File: config.mk
export PLATFORM = sky130hd
export DESIGN_NAME = hub75_scan_flat
export DESIGN_NICKNAME = d
export VERILOG_FILES = /design/src/rtl/hub75_scan_if.sv /design/src/rtl/hub75_scan.sv /design/src/flat_wrapper.sv
export SDC_FILE = /design/constraint.sdc
export NUM_CORES = 1
export LEC_CHECK = 0
export ABC_AREA = 0
export BUFFER_PORTS_ARGS = -buffer_cell sky130_fd_sc_hd__buf_2
export CAP_MARGIN = 5
export CELL_PAD_IN_SITES_DETAIL_PLACEMENT = 1
export CELL_PAD_IN_SITES_GLOBAL_PLACEMENT = 1
export CORE_ASPECT_RATIO = 1.1
export CORE_MARGIN = 2
export CORE_UTILIZATION = 40
export CTS_CLUSTER_SIZE = 8
export DETAILED_ROUTE_END_ITERATION = 7
export HOLD_SLACK_MARGIN = 0.1
export PLACE_DENSITY_LB_ADDON = 0.05
export SYNTH_ARGS = -nofsm -noshare
export SYNTH_HDL_FRONTEND = slang
export SYNTH_SLANG_ARGS = --single-unit
File: constraint.sdc
create_clock -name clk -period 2.15 [get_ports clk]
set_input_delay 0 -clock clk [delete_from_list [all_inputs] [get_ports clk]]
set_output_delay 0 -clock clk [all_outputs]
set_load 0.005 [all_outputs]
File: src/rtl/hub75_scan_if.sv
// rtl/hub75_scan_if.sv - scan controller to row shifter handshake
// The scanner drives row/plane select and a start pulse; the shifter reports idle.
interface hub75_scan_if #(
  parameter int LOG_N_ROWS = 5,
  parameter int N_PLANES   = 8
);
  logic [LOG_N_ROWS-1:0] shift_row;
  logic [N_PLANES-1:0]   shift_plane;
  logic                  shift_go;
  logic                  shift_rdy;

  modport master (
    output shift_row,
    output shift_plane,
    output shift_go,
    input  shift_rdy
  );

  modport slave (
    input  shift_row,
    input  shift_plane,
    input  shift_go,
    output shift_rdy
  );
endinterface

File: src/rtl/hub75_scan.sv
// rtl/hub75_scan.sv - HUB75 row/bit-plane scan sequencer with BCM display timer
// Shifting of the next plane overlaps the display of the current one.
module hub75_scan #(
  parameter int N_ROWS     = 32,
  parameter int N_PLANES   = 8,
  parameter int LOG_N_ROWS = $clog2(N_ROWS)
) (
  input  logic                  clk,
  input  logic                  rst,
  input  logic                  ctrl_run,
  input  logic [7:0]            cfg_base_len,
  output logic [LOG_N_ROWS-1:0] hub75_addr,
  output logic                  hub75_le,
  output logic                  hub75_blank,
  output logic                  frame_start,
  hub75_scan_if.master          shift
);
  localparam int PW = (N_PLANES > 1) ? $clog2(N_PLANES) : 1;
  localparam int TW = 8 + N_PLANES;

  typedef enum logic [2:0] {
    IDLE, GO, SHIFT, FLUSH, DWAIT, BLANK, LATCH, UNBLANK
  } state_t;

  state_t                state_q, state_d;
  logic [LOG_N_ROWS-1:0] row_q, row_d;
  logic [PW-1:0]         plane_q, plane_d;
  logic [1:0]            cnt_q, cnt_d;
  logic [TW-1:0]         timer_q, timer_d;
  logic [LOG_N_ROWS-1:0] addr_q, addr_d;

  logic          last_row;
  logic          last_plane;
  logic [7:0]    base_eff;
  logic [TW-1:0] on_time;
  logic          go;

  assign last_row   = (row_q == LOG_N_ROWS'(N_ROWS - 1));
  assign last_plane = (plane_q == PW'(N_PLANES - 1));
  assign base_eff   = (cfg_base_len == 8'd0) ? 8'd1 : cfg_base_len;
  assign on_time    = {{N_PLANES{1'b0}}, base_eff} << plane_q;

  always_comb begin
    state_d = state_q;
    row_d   = row_q;
    plane_d = plane_q;
    cnt_d   = cnt_q;
    addr_d  = addr_q;
    // The display timer free-runs down to zero regardless of FSM state.
    timer_d = (timer_q != '0) ? timer_q - TW'(1) : timer_q;
    case (state_q)
      IDLE: begin
        if (ctrl_run && shift.shift_rdy) begin
          state_d = GO;
          row_d   = '0;
          plane_d = '0;
        end
      end
      GO: begin
        if (shift.shift_rdy) begin
          state_d = SHIFT;
          cnt_d   = 2'd0;
        end
      end
      SHIFT: begin
        // shift_rdy may still read stale-high the cycle right after the go pulse.
        if (cnt_q == 2'd0) begin
          cnt_d = 2'd1;
        end else if (shift.shift_rdy) begin
          state_d = FLUSH;
          cnt_d   = 2'd0;
        end
      end
      FLUSH: begin
        if (cnt_q == 2'd3) state_d = DWAIT;
        else               cnt_d   = cnt_q + 2'd1;
      end
      DWAIT: begin
        if (timer_q == '0) begin
          state_d = BLANK;
          cnt_d   = 2'd0;
          addr_d  = row_q;
        end
      end
      BLANK: begin
        if (cnt_q == 2'd1) state_d = LATCH;
        else               cnt_d   = cnt_q + 2'd1;
      end
      LATCH: state_d = UNBLANK;
      UNBLANK: begin
        timer_d = on_time;
        if (last_plane) begin
          plane_d = '0;
          row_d   = last_row ? '0 : row_q + LOG_N_ROWS'(1);
        end else begin
          plane_d = plane_q + PW'(1);
        end
        state_d = (!ctrl_run && last_plane && last_row) ? IDLE : GO;
      end
      default: state_d = IDLE;
    endcase
  end

  always_ff @(posedge clk) begin
    if (rst) begin
      state_q <= IDLE;
      row_q   <= '0;
      plane_q <= '0;
      cnt_q   <= '0;
      timer_q <= '0;
      addr_q  <= '0;
    end else begin
      state_q <= state_d;
      row_q   <= row_d;
      plane_q <= plane_d;
      cnt_q   <= cnt_d;
      timer_q <= timer_d;
      addr_q  <= addr_d;
    end
  end

  assign go                = (state_q == GO) && shift.shift_rdy;
  assign shift.shift_go    = go;
  assign shift.shift_row   = row_q;
  assign shift.shift_plane = N_PLANES'(1) << plane_q;
  assign frame_start       = go && (row_q == '0) && (plane_q == '0);
  assign hub75_addr        = addr_q;
  assign hub75_le          = (state_q == LATCH);
  assign hub75_blank       = (state_q inside {IDLE, BLANK, LATCH, UNBLANK}) || (timer_q == '0);
endmodule

File: src/flat_wrapper.sv
// flat-port wrapper written by rule: the top's interface ports become plain ports
module hub75_scan_flat 
#(
  parameter int N_ROWS     = 32,
  parameter int N_PLANES   = 8,
  parameter int LOG_N_ROWS = $clog2(N_ROWS)
)
  (clk, rst, ctrl_run, cfg_base_len, hub75_addr, hub75_le, hub75_blank, frame_start, shift_shift_row, shift_shift_plane, shift_shift_go, shift_shift_rdy);
  hub75_scan_if #(.LOG_N_ROWS(LOG_N_ROWS), .N_PLANES(N_PLANES)) shift_i ();
  input  logic clk;
  input  logic rst;
  input  logic ctrl_run;
  input  logic [7:0] cfg_base_len;
  output logic [LOG_N_ROWS-1:0] hub75_addr;
  output logic hub75_le;
  output logic hub75_blank;
  output logic frame_start;
  output wire logic [$bits(shift_i.shift_row)-1:0] shift_shift_row;
  output wire logic [$bits(shift_i.shift_plane)-1:0] shift_shift_plane;
  output wire logic [$bits(shift_i.shift_go)-1:0] shift_shift_go;
  input wire logic [$bits(shift_i.shift_rdy)-1:0] shift_shift_rdy;
  assign shift_shift_row = shift_i.shift_row;
  assign shift_shift_plane = shift_i.shift_plane;
  assign shift_shift_go = shift_i.shift_go;
  assign shift_i.shift_rdy = shift_shift_rdy;
  hub75_scan #(.N_ROWS(N_ROWS), .N_PLANES(N_PLANES), .LOG_N_ROWS(LOG_N_ROWS)) u_core (.clk(clk), .rst(rst), .ctrl_run(ctrl_run), .cfg_base_len(cfg_base_len), .hub75_addr(hub75_addr), .hub75_le(hub75_le), .hub75_blank(hub75_blank), .frame_start(frame_start), .shift(shift_i));
endmodule
==> results.json <==
{
  "pin_count_of_the_biggest_net_entering_global_routing": 25,
  "post-synth-top-area-fraction": 0.2788,
  "die_w_um": 78.49,
  "post-synth-top-count-cell": "nor2_1",
  "rsz_0062_raised_after_global_routing": "no",
  "all_layer_global_routing_usage": 0.2173,
  "synth-async-reset-ratio": 0,
  "power_density_normalized_to_cell_area_nw_per_um2": 434.3,
  "drt_total_wl_um": 6860,
  "hp-class": "input port to flop",
  "setup_clock_skew_after_layout_ps": 5.032,
  "fraction_of_power_consumed_by_combinational_cells": 0.083,
  "cts-root-to-sink-buffers": 2,
  "timing.final.crit_share": 0.9109,
  "clk_latency_ps": 290,
  "synth_top_cells_by_area": "dfxtp_1 28%, ha_1 8.2%, nor2_1 6.5%",
  "layout.cell_area.non_filler_um2": 2861,
  "fp.dieH_um": 85.93,
  "fin_ws_ps": 191.6,
  "synth.yosys.seq_area_share": 0.2788,
  "fin_hold_ws_ps": 137.1,
  "cts_made_buffers": 5,
  "timing_max_transition_violations_final": 0,
  "io_pins": 34,
  "cts_tree": "done",
  "vdd_ir_drop_max_mv": 0.3394,
  "p_sw_uw": 309.8,
  "dp.cells": 420,
  "timing_worst_slew_pin_value_ps": 642.3,
  "max_slew_margin": 0.5702,
  "drv_cap": 0,
  "achievable-frequency_ghz": 0.5106,
  "path_class": "flop to flop",
  "pwr-share-clk": 0.404,
  "hpwl_um": 5164,
  "grt_overflow": 0,
  "synth_edf_count": 0,
  "holdBufCountCts": 0,
  "synthFlopType": "dfxtp_1",
  "worst_setup_path_start_kind": "flop",
  "post_route_cells_drive_above_1_share": 0.2108,
  "flow.area_growth_from_synthesis_pct": 17.22,
  "antenna_left": 0,
  "crit_fanout": 6,
  "vias": 2426,
  "clock-sinks": 34,
  "final_nets": 378,
  "gr-usage-met1": 0.3060,
  "netlist_area_um2": 2441,
  "gr-max-usage-layer": "met2",
  "post-place-ws_ps": 138.3,
  "gp_congestion": 0.8566,
  "period_minus_slack_ps": 1958,
  "worst_setup_path_end_kind": "flop",
  "total_leakage_power_uw": 0.001234,
  "synth_area_leader_cell": "dfxtp_1",
  "synthesis.yosys.warnings": 0,
  "path_clk_slew_ps": 70,
  "drt_pre_antenna_iters": 4,
  "global_route_track_usage_on_met2": 0.3495,
  "grt_util_met3": 0.03368,
  "wire_per_inst_um": 16.03,
  "ys_ff_latch": 34,
  "clock_tree.htree_level_count": 2,
  "drc": 0,
  "fp.coreArea_um2": 5842,
  "power.switching_fraction": 0.2492,
  "die_area_um2": 6744,
  "synth_fp_nets": 339,
  "rows": 29,
  "clock-root-buffer": "clkbuf_8",
  "power.share.sequential": 0.514,
  "report.final.setup_viol": 0,
  "cell_internal_pwr_uw": 933.1,
  "totalNegativeSetupSlack_ps": 0,
  "drt_iter0_markers": 99,
  "finish.cell_count_without_fillers": 428,
  "port-buffer-count": 33,
  "syn_area_per_cell_um2": 7.849,
  "first_global_vias": 2385,
  "grt_pass1_wl_um": 11880,
  "final_antenna_diode_count": 0,
  "run_status": "completed",
  "floorplan.initialDensity": 0.4179,
  "synthCells": 311,
  "most_numerous_cell_types_in_the_synthesized_netlist": "42 x nor2_1, 34 x dfxtp_1, 23 x a21oi_1",
  "avgViaCountPerCell": 5.668,
  "initial_antenna_violation_count": 0,
  "cp_data_arrival_time_ps": 2170,
  "ys_types": 57,
  "crit_required_ps": 2360,
  "placed_area_um2": 2763,
  "hold_violations": 0
}
==> per-stage QoR <==
stage | power, µW | utilization
3_5_place_dp | 755.2 | 0.4729
3_3_place_gp | 754.2 | 0.4729
2_1_floorplan | 710.7 | -
6_report | 1243 | 0.4898
4_1_cts | 1262 | 0.4885
5_1_grt | 1297 | 0.4898
==> worst max-delay path, stage by stage, from the launching register on <==
cell     delay, ps
dfxtp_1        350
inv_1           70
ha_1           220
nor4b_4        230
and4_4         300
nor2_2          60
or4_1          520
a21oi_1        140
==> final timing paths <==
path                                      from                                end  slack (ps)  depth (start not counted)
max             u_core.timer_q[0]$_SDFFE_PP0P_     u_core.state_q[2]$_SDFFE_PP0P_         190                          7
min                            shift_shift_rdy       u_core.cnt_q[1]$_SDFFE_PP0P_         140                          4
max reg2reg     u_core.timer_q[0]$_SDFFE_PP0P_     u_core.state_q[2]$_SDFFE_PP0P_         190                          7
min reg2reg  u_core.hub75_addr[0]$_SDFFE_PP0P_  u_core.hub75_addr[0]$_SDFFE_PP0P_         490                          2
==> per-layer routing <==
metal  wire length (µm)  share of wire
met5                  0              0
met4                 72          0.010
met3                161          0.023
met2               3078           0.45
met1               3547           0.52
==> area by class of cell <==
class | instances | area, µm²
fillers | 761 | 2980
multi-input cells | 246 | 1637
flip-flops and latches | 34 | 683.2
repair buffers | 50 | 305.3
well taps | 77 | 96.34
clock buffers | 7 | 86.33
inverters | 13 | 48.80
clock inverters | 1 | 5.005
==> placed cells by master, fill, tap and decap left out, types with 3 or more instances in the layout <==
| cell | count |
|---|---|
| nor2_1 | 42 |
| buf_2 | 33 |
| dfxtp_1 | 32 |
| a21oi_1 | 23 |
| nand2_1 | 17 |
| ha_1 | 16 |
| buf_4 | 16 |
| o21ai_0 | 15 |
| inv_1 | 12 |
| nor3_1 | 11 |
| nand3_1 | 11 |
| xnor2_1 | 9 |
| a211oi_1 | 8 |
| nor4_1 | 7 |
| mux2i_1 | 7 |
| nor2b_1 | 6 |
| clkbuf_8 | 6 |
| and2_1 | 5 |
| and3_1 | 5 |
| a31oi_1 | 5 |
| o22ai_1 | 5 |
| or4_1 | 5 |
| nor3b_1 | 3 |
| or3_1 | 3 |
| or2_2 | 3 |
| a221oi_1 | 3 |
==> sequential cells by signal, summed over array words and instances (netlist names) <==
name and count:
u_core.plane_q 3, u_core.hub75_addr 5, u_core.shift.shift_row 5, u_core.state_q 3, u_core.cnt_q 2, u_core.timer_q 16
==> power by group through the flow <==
stage	registers, µW	clock network [µW]	logic [µW]
after floorplan	649	0	61.9
after global placement	653	0	101
after detailed placement	653	0	102
after CTS	639	521	103
after global routing	639	544	114
final	639	502	103
==> cells by family (layout without fill, tap and decap cells) <==
group / Yosys count / in the layout / share of synthesized area
AND/OR/NAND/NOR: 132 / 132 / 0.2927
buffers and inverters: 31 / 71 / 0.05279
multiplexers: 11 / 11 / 0.05638
flip-flops: 34 / 34 / 0.2788
adder cells (fa/ha/maj): 16 / 16 / 0.08201
AO/OA/AOI/OAI: 77 / 77 / 0.2014
XOR/XNOR: 10 / 10 / 0.03588
==> what timing repair did <==
action,in CTS,in global routing
endpoints found under the hold margin,0,0
buffers inserted,0,0
resized for setup,0,5
endpoints found under the setup margin,0,16
Note: power is estimated with default switching activity, not from simulation.
